## config.mk

```make
export PLATFORM = sky130hd
export DESIGN_NAME = sequenciador_notas
export DESIGN_NICKNAME = d
export VERILOG_FILES = /design/src/rtl/sequenciador_notas.sv
export SDC_FILE = /design/constraint.sdc
export NUM_CORES = 1
export LEC_CHECK = 0
export ABC_AREA = 1
export CORE_MARGIN = 2
export CORE_UTILIZATION = 55
export CTS_BUF_LIST = sky130_fd_sc_hd__clkbuf_4 sky130_fd_sc_hd__clkbuf_8 sky130_fd_sc_hd__clkbuf_16
export DETAILED_ROUTE_END_ITERATION = 6
export PLACE_DENSITY = 0.77
export SETUP_SLACK_MARGIN = 0.5
export SLEW_MARGIN = 10
export SYNTH_ARGS = -nofsm -noshare
export SYNTH_HDL_FRONTEND = slang
export SYNTH_SLANG_ARGS = --single-unit
```

## constraint.sdc

```tcl
create_clock -name clk -period 3.78 [get_ports clk]
set_input_delay 0.567 -clock clk [delete_from_list [all_inputs] [get_ports clk]]
set_output_delay 0.567 -clock clk [all_outputs]
set_load 0.005 [all_outputs]
```

## src/rtl/sequenciador_notas.sv

```systemverilog
// Melody sequencer: plays a 16-entry note memory, one entry per note,
// each note held for dur beats of BEAT_DIV clock cycles.
module sequenciador_notas #(
    parameter int unsigned BEAT_DIV = 12500000,
    parameter int unsigned LEN      = 16
) (
    input  logic       clk,
    input  logic       rst_n,
    input  logic       wr_en,
    input  logic [3:0] wr_addr,
    input  logic [6:0] wr_data,
    input  logic       start,
    input  logic       stop,
    input  logic       pause,
    input  logic       loop,
    output logic [2:0] nota,
    output logic       tom,
    output logic       note_valid,
    output logic       busy,
    output logic       done,
    output logic [3:0] step
);

    localparam int unsigned PW = $clog2(BEAT_DIV);

    typedef enum logic [1:0] {
        S_IDLE,
        S_PLAY,
        S_PAUSE,
        S_DONE
    } state_t;

    state_t          state_q, state_d;
    logic [6:0]      mem_q [LEN];
    logic [2:0]      nota_q, nota_d;
    logic            tom_q, tom_d;
    logic [3:0]      step_q, step_d;
    logic [2:0]      rem_q, rem_d;
    logic [PW-1:0]   presc_q, presc_d;
    logic            nv_q, nv_d;
    logic            busy_q, busy_d;
    logic            done_q, done_d;

    logic [3:0]      next_step;
    logic [6:0]      next_entry;
    logic            tick;
    logic            seq_end;

    // Melody memory: cleared by reset, writable only while idle
    always_ff @(posedge clk or negedge rst_n) begin
        if (!rst_n) begin
            for (int unsigned i = 0; i < LEN; i++) begin
                mem_q[i] <= '0;
            end
        end else if (wr_en && (state_q == S_IDLE)) begin
            mem_q[wr_addr] <= wr_data;
        end
    end

    // State and registered outputs
    always_ff @(posedge clk or negedge rst_n) begin
        if (!rst_n) begin
            state_q <= S_IDLE;
            nota_q  <= '0;
            tom_q   <= 1'b0;
            step_q  <= '0;
            rem_q   <= '0;
            presc_q <= '0;
            nv_q    <= 1'b0;
            busy_q  <= 1'b0;
            done_q  <= 1'b0;
        end else begin
            state_q <= state_d;
            nota_q  <= nota_d;
            tom_q   <= tom_d;
            step_q  <= step_d;
            rem_q   <= rem_d;
            presc_q <= presc_d;
            nv_q    <= nv_d;
            busy_q  <= busy_d;
            done_q  <= done_d;
        end
    end

    // Next-state: playback sequencing, beat timing and output decode
    always_comb begin
        state_d    = state_q;
        nota_d     = nota_q;
        tom_d      = tom_q;
        step_d     = step_q;
        rem_d      = rem_q;
        presc_d    = presc_q;
        next_step  = step_q + 4'd1;
        next_entry = mem_q[next_step];
        tick       = (presc_q == PW'(BEAT_DIV - 1));
        seq_end    = (step_q == 4'(LEN - 1)) || (next_entry[6:4] == 3'd0);

        case (state_q)
            S_IDLE: begin
                if (start) begin
                    if (mem_q[0][6:4] != 3'd0) begin
                        state_d = S_PLAY;
                        step_d  = '0;
                        nota_d  = mem_q[0][2:0];
                        tom_d   = mem_q[0][3];
                        rem_d   = mem_q[0][6:4];
                        presc_d = '0;
                    end else begin
                        state_d = S_DONE;
                    end
                end
            end
            // The edge leaving PAUSE already counts, so a pause of N
            // cycles stretches the note by exactly N cycles.
            S_PLAY, S_PAUSE: begin
                if (pause) begin
                    state_d = S_PAUSE;
                end else begin
                    state_d = S_PLAY;
                    if (!tick) begin
                        presc_d = presc_q + 1'b1;
                    end else begin
                        presc_d = '0;
                        if (rem_q > 3'd1) begin
                            rem_d = rem_q - 3'd1;
                        end else if (!seq_end) begin
                            step_d = next_step;
                            nota_d = next_entry[2:0];
                            tom_d  = next_entry[3];
                            rem_d  = next_entry[6:4];
                        end else if (loop) begin
                            step_d = '0;
                            nota_d = mem_q[0][2:0];
                            tom_d  = mem_q[0][3];
                            rem_d  = mem_q[0][6:4];
                        end else begin
                            state_d = S_DONE;
                            rem_d   = '0;
                        end
                    end
                end
            end
            S_DONE: begin
                state_d = S_IDLE;
            end
            default: begin
                state_d = S_IDLE;
            end
        endcase

        if (stop) begin
            state_d = S_IDLE;
        end

        if (state_d == S_IDLE) begin
            nota_d  = '0;
            tom_d   = 1'b0;
            step_d  = '0;
            rem_d   = '0;
            presc_d = '0;
        end

        nv_d   = (state_d == S_PLAY) || (state_d == S_PAUSE);
        busy_d = (state_d != S_IDLE);
        done_d = (state_d == S_DONE);
    end

    assign nota       = nota_q;
    assign tom        = tom_q;
    assign step       = step_q;
    assign note_valid = nv_q;
    assign busy       = busy_q;
    assign done       = done_q;

endmodule

```

==> load_flow_metrics.sql, run 1 <==
INSERT INTO impl_metrics (metric_group, metric, value, unit) VALUES
('logic_synthesis', 'mappedNetlistNets', '1035', ''),
('logic_synthesis', 'yosys.area.top_type_share', '0.492', ''),
('logic_synthesis', 'xor_xnor_share_of_the_synthesized_area', '0.0120', ''),
('floorplanning', 'die-area', '0.0150', 'sq mm'),
('pwr', 'vdd_ir_drop_max', '0.512', 'mV'),
('pwr', 'power_density', '782', 'mW/mm^2'),
('critical_path', 'critical_path.max_stage_delay', '420', 'ps'),
('logic_synthesis', 'synth_top_family_by_area', 'simple AND/OR/NAND/NOR gates', ''),
('clock_tree', 'cts_htree_levels', '4', ''),
('logic_synthesis', 'synthArstFlopShare', '1.00', ''),
('logic_synthesis', 'synthTopCellsByArea', 'sky130_fd_sc_hd__dfrtp_1, sky130_fd_sc_hd__nand2_1, sky130_fd_sc_hd__o21ai_0', ''),
('routing', 'post_drt_wl_per_cell', '18.1', 'um'),
('flow_run', 'max_cap_violations', '0', ''),
('clock_tree', 'clock_sink_count', '152', ''),
('final_layout', 'drive_gt1_frac', '0.164', ''),
('timing', 'slew_viol_final', '0', ''),
('logic_synthesis', 'synth.cells.most_frequent', 'sky130_fd_sc_hd__nand2_1, sky130_fd_sc_hd__dfrtp_1, sky130_fd_sc_hd__o21ai_0', ''),
('logic_synthesis', 'yosysWarningCount', '0', ''),
('floorplanning', 'fp-row-count', '43', ''),
('placed_design', 'detailedPlacementHpwl', '13000', 'um'),
('timing', 'final-hold-violation-count', '0', ''),
('timing', 'clock_skew', '14.6', 'ps'),
('floorplanning', 'fp.dieH', '123', 'um'),
('routing', 'route.detailed.vias_per_inst', '5.92', ''),
('logic_synthesis', 'synth_edf_count', '0', ''),
('worst_hold_path', 'hold_class', 'primary input to asynchronous set/reset pin', ''),
('pwr', 'leakage', '4.49', 'nW'),
('logic_synthesis', 'yosys.area.top_type', 'sky130_fd_sc_hd__dfrtp_1', ''),
('final_layout', 'num-nets-final', '1089', ''),
('logic_synthesis', 'synth_simple_gate_area_frac', '0.277', ''),
('logic_synthesis', 'synth_flop_cell', 'sky130_fd_sc_hd__dfrtp_1', ''),
('critical_path', 'worstPathRequired', '4080', 'ps'),
('timing', 'final_period_minus_worst_setup_slack', '3450', 'ps'),
('timing', 'timing.final.crit_share', '0.912', ''),
('global_routing', 'gr_overflow_total', '0', ''),
('logic_synthesis', 'synth_fa_ha_area_frac', '0.0113', ''),
('routing', 'via_count', '7444', ''),
('global_routing', 'grt.total_usage', '0.294', ''),
('logic_synthesis', 'synthesized_area_per_cell', '7.66', 'sq um'),
('final_layout', 'final-instance-count-excl-fill', '1257', ''),
('final_layout', 'num-fill-cells', '1012', ''),
('timing', 'grt_setup_unrepaired', 'true', ''),
('critical_path', 'timing.critical_path.buf_inv', '6', ''),
('placed_design', 'globalplace.congestion', '0.972', ''),
('critical_path', 'timing_worst_setup_path_type', 'flip-flop to flip-flop', ''),
('placed_design', 'post_placement_cell_count', '1187', ''),
('logic_synthesis', 'post_synth_inst_count', '1010', ''),
('timing', 'timing.max_slew.rel_slack', '0.487', ''),
('routing', 'drcViolationCount', '0', ''),
('clock_tree', 'worstSkewPairLatency', '440', 'ps'),
('logic_synthesis', 'synth.mux.area_fraction', '0', ''),
('floorplanning', 'core_area', '0.0138', 'sq mm'),
('final_layout', 'syn2layout_area_growth', '24.2', '%'),
('critical_path', 'slowest_stage', 'sky130_fd_sc_hd__dfrtp_2', ''),
('clock_tree', 'clock_tree.buffer_depth', '2', ''),
('run_status', 'outcome', 'finished clean', ''),
('timing', 'max_slew.worst_pin.slew', '770', 'ps'),
('placed_design', 'port_buffers', '28', ''),
('global_routing', 'grt_antenna_before_repair', '0', ''),
('critical_path', 'crit_family', 'simple AND/OR/NAND/NOR gates', ''),
('logic_synthesis', 'synth_register_bits', '152', ''),
('clock_tree', 'cts_tree', 'done', ''),
('logic_synthesis', 'netlist-cell-type-count', '38', ''),
('timing', 'highest_achievable_clock_rate', '290', 'MHz'),
('clock_tree', 'clockRootBuffer', 'sky130_fd_sc_hd__clkbuf_16', ''),
('routing', 'route.antenna.remaining_nets', '0', ''),
('logic_synthesis', 'post-synth-top-count-cell', 'sky130_fd_sc_hd__nand2_1', ''),
('logic_synthesis', 'mappedNetlistArea', '0.00774', 'sq mm'),
('critical_path', 'cpMostUsedCell', 'sky130_fd_sc_hd__nand3_2', ''),
('clock_tree', 'cts.hold.buffers_added', '0', ''),
('routing', 'drt_first_pass_iters', '7', '');
cells by family (layout without fill, tap and decap cells):
family / after synthesis / count (layout)
simple gates: 510 / 510
fa+ha+maj: 7 / 7
buf+inv: 129 / 196
xor+xnor: 8 / 8
flops: 152 / 152
compound gates: 204 / 204
routing by layer:
layer / track usage / wire (um) / part of all wire / up-vias
li1: - / - / - / 3395
met5: 0 / 0 / 0 / -
met2: 0.452 / 10500 / 0.46 / 424
met4: 0.106 / 843 / 0.037 / 0
met3: 0.0674 / 1910 / 0.084 / 103
met1: 0.411 / 9510 / 0.42 / 3522
worst reg2reg max path: stages, from the launching register on:
cell and delay, ps:
sky130_fd_sc_hd__dfrtp_2 420, sky130_fd_sc_hd__buf_12 130, sky130_fd_sc_hd__clkinvlp_4 190, sky130_fd_sc_hd__clkbuf_16 240
sky130_fd_sc_hd__buf_8 130, sky130_fd_sc_hd__o21ai_2 150, sky130_fd_sc_hd__nand3_2 100, sky130_fd_sc_hd__nand3_2 100
sky130_fd_sc_hd__nand2_2 80, sky130_fd_sc_hd__nor2_4 110, sky130_fd_sc_hd__nand2_4 70, sky130_fd_sc_hd__nand2_4 60
sky130_fd_sc_hd__nand3_2 80, sky130_fd_sc_hd__nand2_1 90, sky130_fd_sc_hd__nand3_2 110, sky130_fd_sc_hd__ha_4 200
sky130_fd_sc_hd__inv_6 80, sky130_fd_sc_hd__nand3_2 70, sky130_fd_sc_hd__nand2_2 110, sky130_fd_sc_hd__nor2_4 60
sky130_fd_sc_hd__nand2_2 90, sky130_fd_sc_hd__nor2_4 50, sky130_fd_sc_hd__nand3b_1 220, sky130_fd_sc_hd__buf_6 160
sky130_fd_sc_hd__nor3_4 40, sky130_fd_sc_hd__o21ai_1 130, sky130_fd_sc_hd__a21oi_1 50
through the flow:
stage	utilization	setup slack, ps	instance area (sq um)	hold slack [ps]	power (mW)
floorplan	-	543	7740	271	4.36
global placement	0.591	281	8180	463	5.01
detailed placement	0.591	147	8180	468	5.07
CTS	0.666	478	9210	215	7.02
global route	0.695	204	9610	233	7.99
finish	0.695	333	9610	173	7.52
final cells by class:
type                    count  area share
multi-input cells         729       0.391
repair buffers             85      0.0978
inverters                  79      0.0328
flip-flops and latches    152       0.396
clock inverters            15      0.0147
clock buffers              17      0.0443
well taps                 180      0.0234
final timing paths:
path                            depth (start not counted)  slack, ps          end     from
worst max-delay path                                   26        330  presc_q[16]  step[0]
worst min-delay path                                    1        170    mem_q[43]    rst_n
worst max register to register                         26        330  presc_q[16]  step[0]
worst min register to register                          2        480          tom      tom
max in group asynchronous                               2       2720      step[2]    rst_n
min in group clk                                        2        480          tom      tom
registers in the layout, summed over array words and instances, names as in the netlist:
register    count
done            1
presc_q        24
note_valid      1
step            4
rem_q           3
nota            3
tom             1
state_q         2
busy            1
mem_q         112
where the power goes:
part           internal, mW  switching [mW]  leakage (nW)
Combinational          1.29            1.92          2.23
Clock                 0.919           0.739         0.277
Sequential             2.26           0.389          1.99
Total                  4.47            3.04          4.49
layout by cell type (no fill, tap or decap), types with 4 or more instances in the layout:
cell type / instances
sky130_fd_sc_hd__buf_6: 7
sky130_fd_sc_hd__nand3_1: 41
sky130_fd_sc_hd__o21ai_1: 5
sky130_fd_sc_hd__nor3_1: 13
sky130_fd_sc_hd__o21ai_0: 139
sky130_fd_sc_hd__buf_4: 39
sky130_fd_sc_hd__inv_6: 6
sky130_fd_sc_hd__bufbuf_16: 4
sky130_fd_sc_hd__nand2_1: 322
sky130_fd_sc_hd__a22oi_1: 5
sky130_fd_sc_hd__inv_1: 73
sky130_fd_sc_hd__nand3_2: 29
sky130_fd_sc_hd__nand2_2: 15
sky130_fd_sc_hd__nand2_4: 8
sky130_fd_sc_hd__clkdlybuf4s50_1: 27
sky130_fd_sc_hd__nor4_1: 5
sky130_fd_sc_hd__nor2_4: 9
sky130_fd_sc_hd__nand4_1: 10
sky130_fd_sc_hd__a21oi_1: 41
sky130_fd_sc_hd__nor2_1: 46
sky130_fd_sc_hd__clkbuf_16: 19
sky130_fd_sc_hd__ha_1: 5
sky130_fd_sc_hd__dfrtp_1: 150
repair_timing:
action,CTS,global route
buffers inserted,19,12
gates cloned,5,2
endpoints found under the setup margin,32,30
resized for setup,41,68
pin swaps,16,24
No activity file was read; power rests on OpenSTA's default activity.
==> run 2: changes to the inputs <==
==> constraint.sdc (replaced) <==
create_clock -name clk -period 3.78 [get_ports clk]
set_input_delay 0.567 -clock clk [delete_from_list [all_inputs] [get_ports clk]]
set_output_delay 0.567 -clock clk [all_outputs]
set_load 0.02 [all_outputs]
==> load_flow_metrics.sql, run 2 (synthesized netlist as in run 1, its figures left out) <==
INSERT INTO impl_metrics (metric_group, metric, value, unit) VALUES
('clock_tree', 'cts_htree_levels', '4', ''),
('placed_design', 'port_buffers', '28', ''),
('global_routing', 'number_of_global_route_vias_before_repair', '6883', ''),
('routing', 'post_drt_wl_per_cell', '17.7', 'um'),
('final_layout', 'largest_register_ffs', '112', ''),
('clock_tree', 'clock_tree.buffer_depth', '2', ''),
('critical_path', 'crit_family', 'simple AND/OR/NAND/NOR gates', ''),
('clock_tree', 'cts.hold.buffers_added', '0', ''),
('pwr', 'vdd_ir_drop_max', '0.511', 'mV'),
('global_routing', 'grt_antenna_before_repair', '0', ''),
('final_layout', 'final-instance-count-excl-fill', '1261', ''),
('floorplanning', 'fp-row-count', '43', ''),
('critical_path', 'startpoint_type', 'flip-flop', ''),
('critical_path', 'critPathArrivalTime', '3570', 'ps'),
('timing', 'final_period_minus_worst_setup_slack', '3270', 'ps'),
('timing', 'timing.max_slew.rel_slack', '0.420', ''),
('pwr', 'p_seq_frac', '0.327', ''),
('critical_path', 'timing_worst_setup_path_type', 'flip-flop to flip-flop', ''),
('timing', 'final.setup.tns', '0', 'ps'),
('floorplanning', 'fp.dieH', '123', 'um'),
('final_layout', 'drive_gt1_frac', '0.172', ''),
('timing', 'hold_ws', '210', 'ps'),
('final_layout', 'regMostFlops', 'mem_q', ''),
('critical_path', 'timing.critical_path.cells', 'ha_4 -> buf_12 -> buf_16 -> nand3_2 -> nand3_2 -> nand3_2 -> nand2_2 -> nor2_4 -> nand2_4 -> nand2_4 -> nand3_2 -> nand2_2 -> nand3_4 -> ha_4 -> inv_6 -> nand3_2 -> nand2_2 -> nor2_4 -> nand2_2 -> nor2_4 -> buf_4 -> nand3_1 -> o21ai_1 -> a22oi_1', ''),
('worst_hold_path', 'hold_class', 'primary input to asynchronous set/reset pin', ''),
('run_status', 'outcome', 'complete, but fails checks', ''),
('pwr', 'p_switching', '3.16', 'mW'),
('critical_path', 'cpMostUsedCell', 'sky130_fd_sc_hd__nand3_2', ''),
('flow_run', 'max_cap_violations', '0', ''),
('timing', 'grt_setup_unrepaired', 'true', ''),
('clock_tree', 'clockRootBuffer', 'sky130_fd_sc_hd__clkbuf_16', ''),
('timing', 'final-hold-violation-count', '0', ''),
('critical_path', 'critPathLaunch', 'step[0]', ''),
('routing', 'route.detailed.vias_per_inst', '5.78', ''),
('routing', 'drt_first_pass_iters', '7', ''),
('timing', 'timing.final.crit_share', '0.865', ''),
('critical_path', 'setup.worst_path.end_class', 'flip-flop', ''),
('pwr', 'leakage', '4.53', 'nW'),
('clock_tree', 'cts-buffers-inserted', '17', ''),
('final_layout', 'syn2layout_area_growth', '25.7', '%'),
('global_routing', 'grt_first_pass_wirelength', '34400', 'um'),
('floorplanning', 'die-area', '0.0150', 'sq mm'),
('global_routing', 'grt.total_usage', '0.298', ''),
('routing', 'via_count', '7294', ''),
('routing', 'initialDrtViolationCount', '828', ''),
('timing', 'clock_skew', '6.75', 'ps'),
('critical_path', 'timing.critical_path.buf_inv', '4', ''),
('critical_path', 'rr_startpoint', 'step[0]', ''),
('timing', 'slew_viol_final', '0', ''),
('timing', 'max_slew.worst_pin.slew', '870', 'ps'),
('floorplanning', 'initial_core_util', '0.559', ''),
('final_layout', 'mostFrequentLayoutCell', 'sky130_fd_sc_hd__nand2_1', ''),
('critical_path', 'worstPathRequired', '4080', 'ps'),
('final_layout', 'num-nets-final', '1093', ''),
('floorplanning', 'ioPinCount', '29', ''),
('routing', 'drcViolationCount', '1', ''),
('placed_design', 'detailedPlacementHpwl', '13100', 'um'),
('pwr', 'power.internal', '4.95', 'mW'),
('global_routing', 'gr_overflow_total', '0', ''),
('critical_path', 'timing.critical_path.fanout_max', '6', ''),
('floorplanning', 'core_area', '0.0138', 'sq mm'),
('global_routing', 'grt_max_degree', '96', ''),
('pwr', 'switching_share', '0.390', ''),
('clock_tree', 'clock_sink_count', '152', ''),
('critical_path', 'slowest_stage', 'sky130_fd_sc_hd__dfrtp_2', ''),
('placed_design', 'globalplace.congestion', '0.918', ''),
('floorplanning', 'chipWidth', '123', 'um'),
('run_status', 'failing_checks', 'design-rule violations', ''),
('routing', 'route.antenna.remaining_nets', '0', ''),
('final_layout', 'n_antenna_cell', '0', ''),
('pwr', 'power_density', '834', 'mW/mm^2'),
('timing', 'highest_achievable_clock_rate', '306', 'MHz'),
('pwr', 'clock_power_share', '0.232', ''),
('routing', 'finalWirelength', '22300', 'um'),
('pwr', 'power_frac_comb', '0.441', ''),
('critical_path', 'critical_path.max_stage_delay', '460', 'ps'),
('final_layout', 'layout_common_cells', 'sky130_fd_sc_hd__nand2_1, sky130_fd_sc_hd__dfrtp_1, sky130_fd_sc_hd__o21ai_0', ''),
('timing', 'timing.final.setup_violations', '0', ''),
('clock_tree', 'worstSkewPairLatency', '430', 'ps'),
('clock_tree', 'cts.clk_slew.worst_paths', '60', 'ps'),
('clock_tree', 'cts_tree', 'done', ''),
('placed_design', 'post_placement_cell_count', '1187', '');
-- run 2: cell types whose count changed in the layout (fill, tap and decap cells not counted), sizes merged --
cell,change
buf,+9
bufbuf,-4
bufinv,+4
clkbuf,+2
clkinv,-3
clkinvlp,+1
inv,-5
-- run 2: layout make-up --
type,count,area [sq um]
clock buffers,20,454
clock inverters,12,199
fillers,1000,4100
inverters,79,314
multi-input cells,729,3810
flip-flops and latches,152,3810
well taps,180,225
repair buffers,89,913
-- run 2: final timing paths --
check / slack (ps) / cells past startpoint / endpoint
hold reg to reg: 480 / 2 / mem_q[43]
setup / recovery: 510 / 24 / presc_q[11]
setup reg to reg: 510 / 24 / presc_q[11]
max in group asynchronous: 2610 / 2 / step[2]
hold / removal: 210 / 1 / mem_q[35]
min in group clk: 480 / 2 / mem_q[43]
-- run 2: per-layer routing --
layer  up-vias  track usage  wire length (um)
met3        70       0.0595              1760
met1      3469        0.399              9190
li1       3405            -                 -
met4         0        0.117               626
met2       350        0.479             10800
met5         -            0                 0
-- run 2: metrics by stage --
stage	total power [mW]	utilization	instance area (sq um)	worst slack (ps)
2_1_floorplan	4.39	-	7750	549
3_3_place_gp	5.08	0.591	8180	229
3_5_place_dp	5.17	0.591	8180	98.1
4_1_cts	7.40	0.667	9220	506
5_1_grt	8.61	0.703	9720	302
6_report	8.11	0.703	9720	509
-- run 2: power groups by stage --
| stage | Combinational (mW) | Clock, mW | Sequential [mW] |
|---|---|---|---|
| final | 3.58 | 1.88 | 2.65 |
| after global routing | 3.93 | 1.97 | 2.72 |
| after CTS | 2.89 | 1.88 | 2.62 |
| after detailed placement | 2.54 | 0 | 2.63 |
| after global placement | 2.46 | 0 | 2.62 |
| after floorplan | 1.82 | 0 | 2.57 |
-- run 2: timing repair --
action / CTS / global route
gates cloned: 2 / 1
resized for setup: 30 / 98
endpoints found under the hold margin: 0 / 0
setup buffers: 25 / 14
endpoints found under the setup margin: 32 / 32
pin swaps: 14 / 37
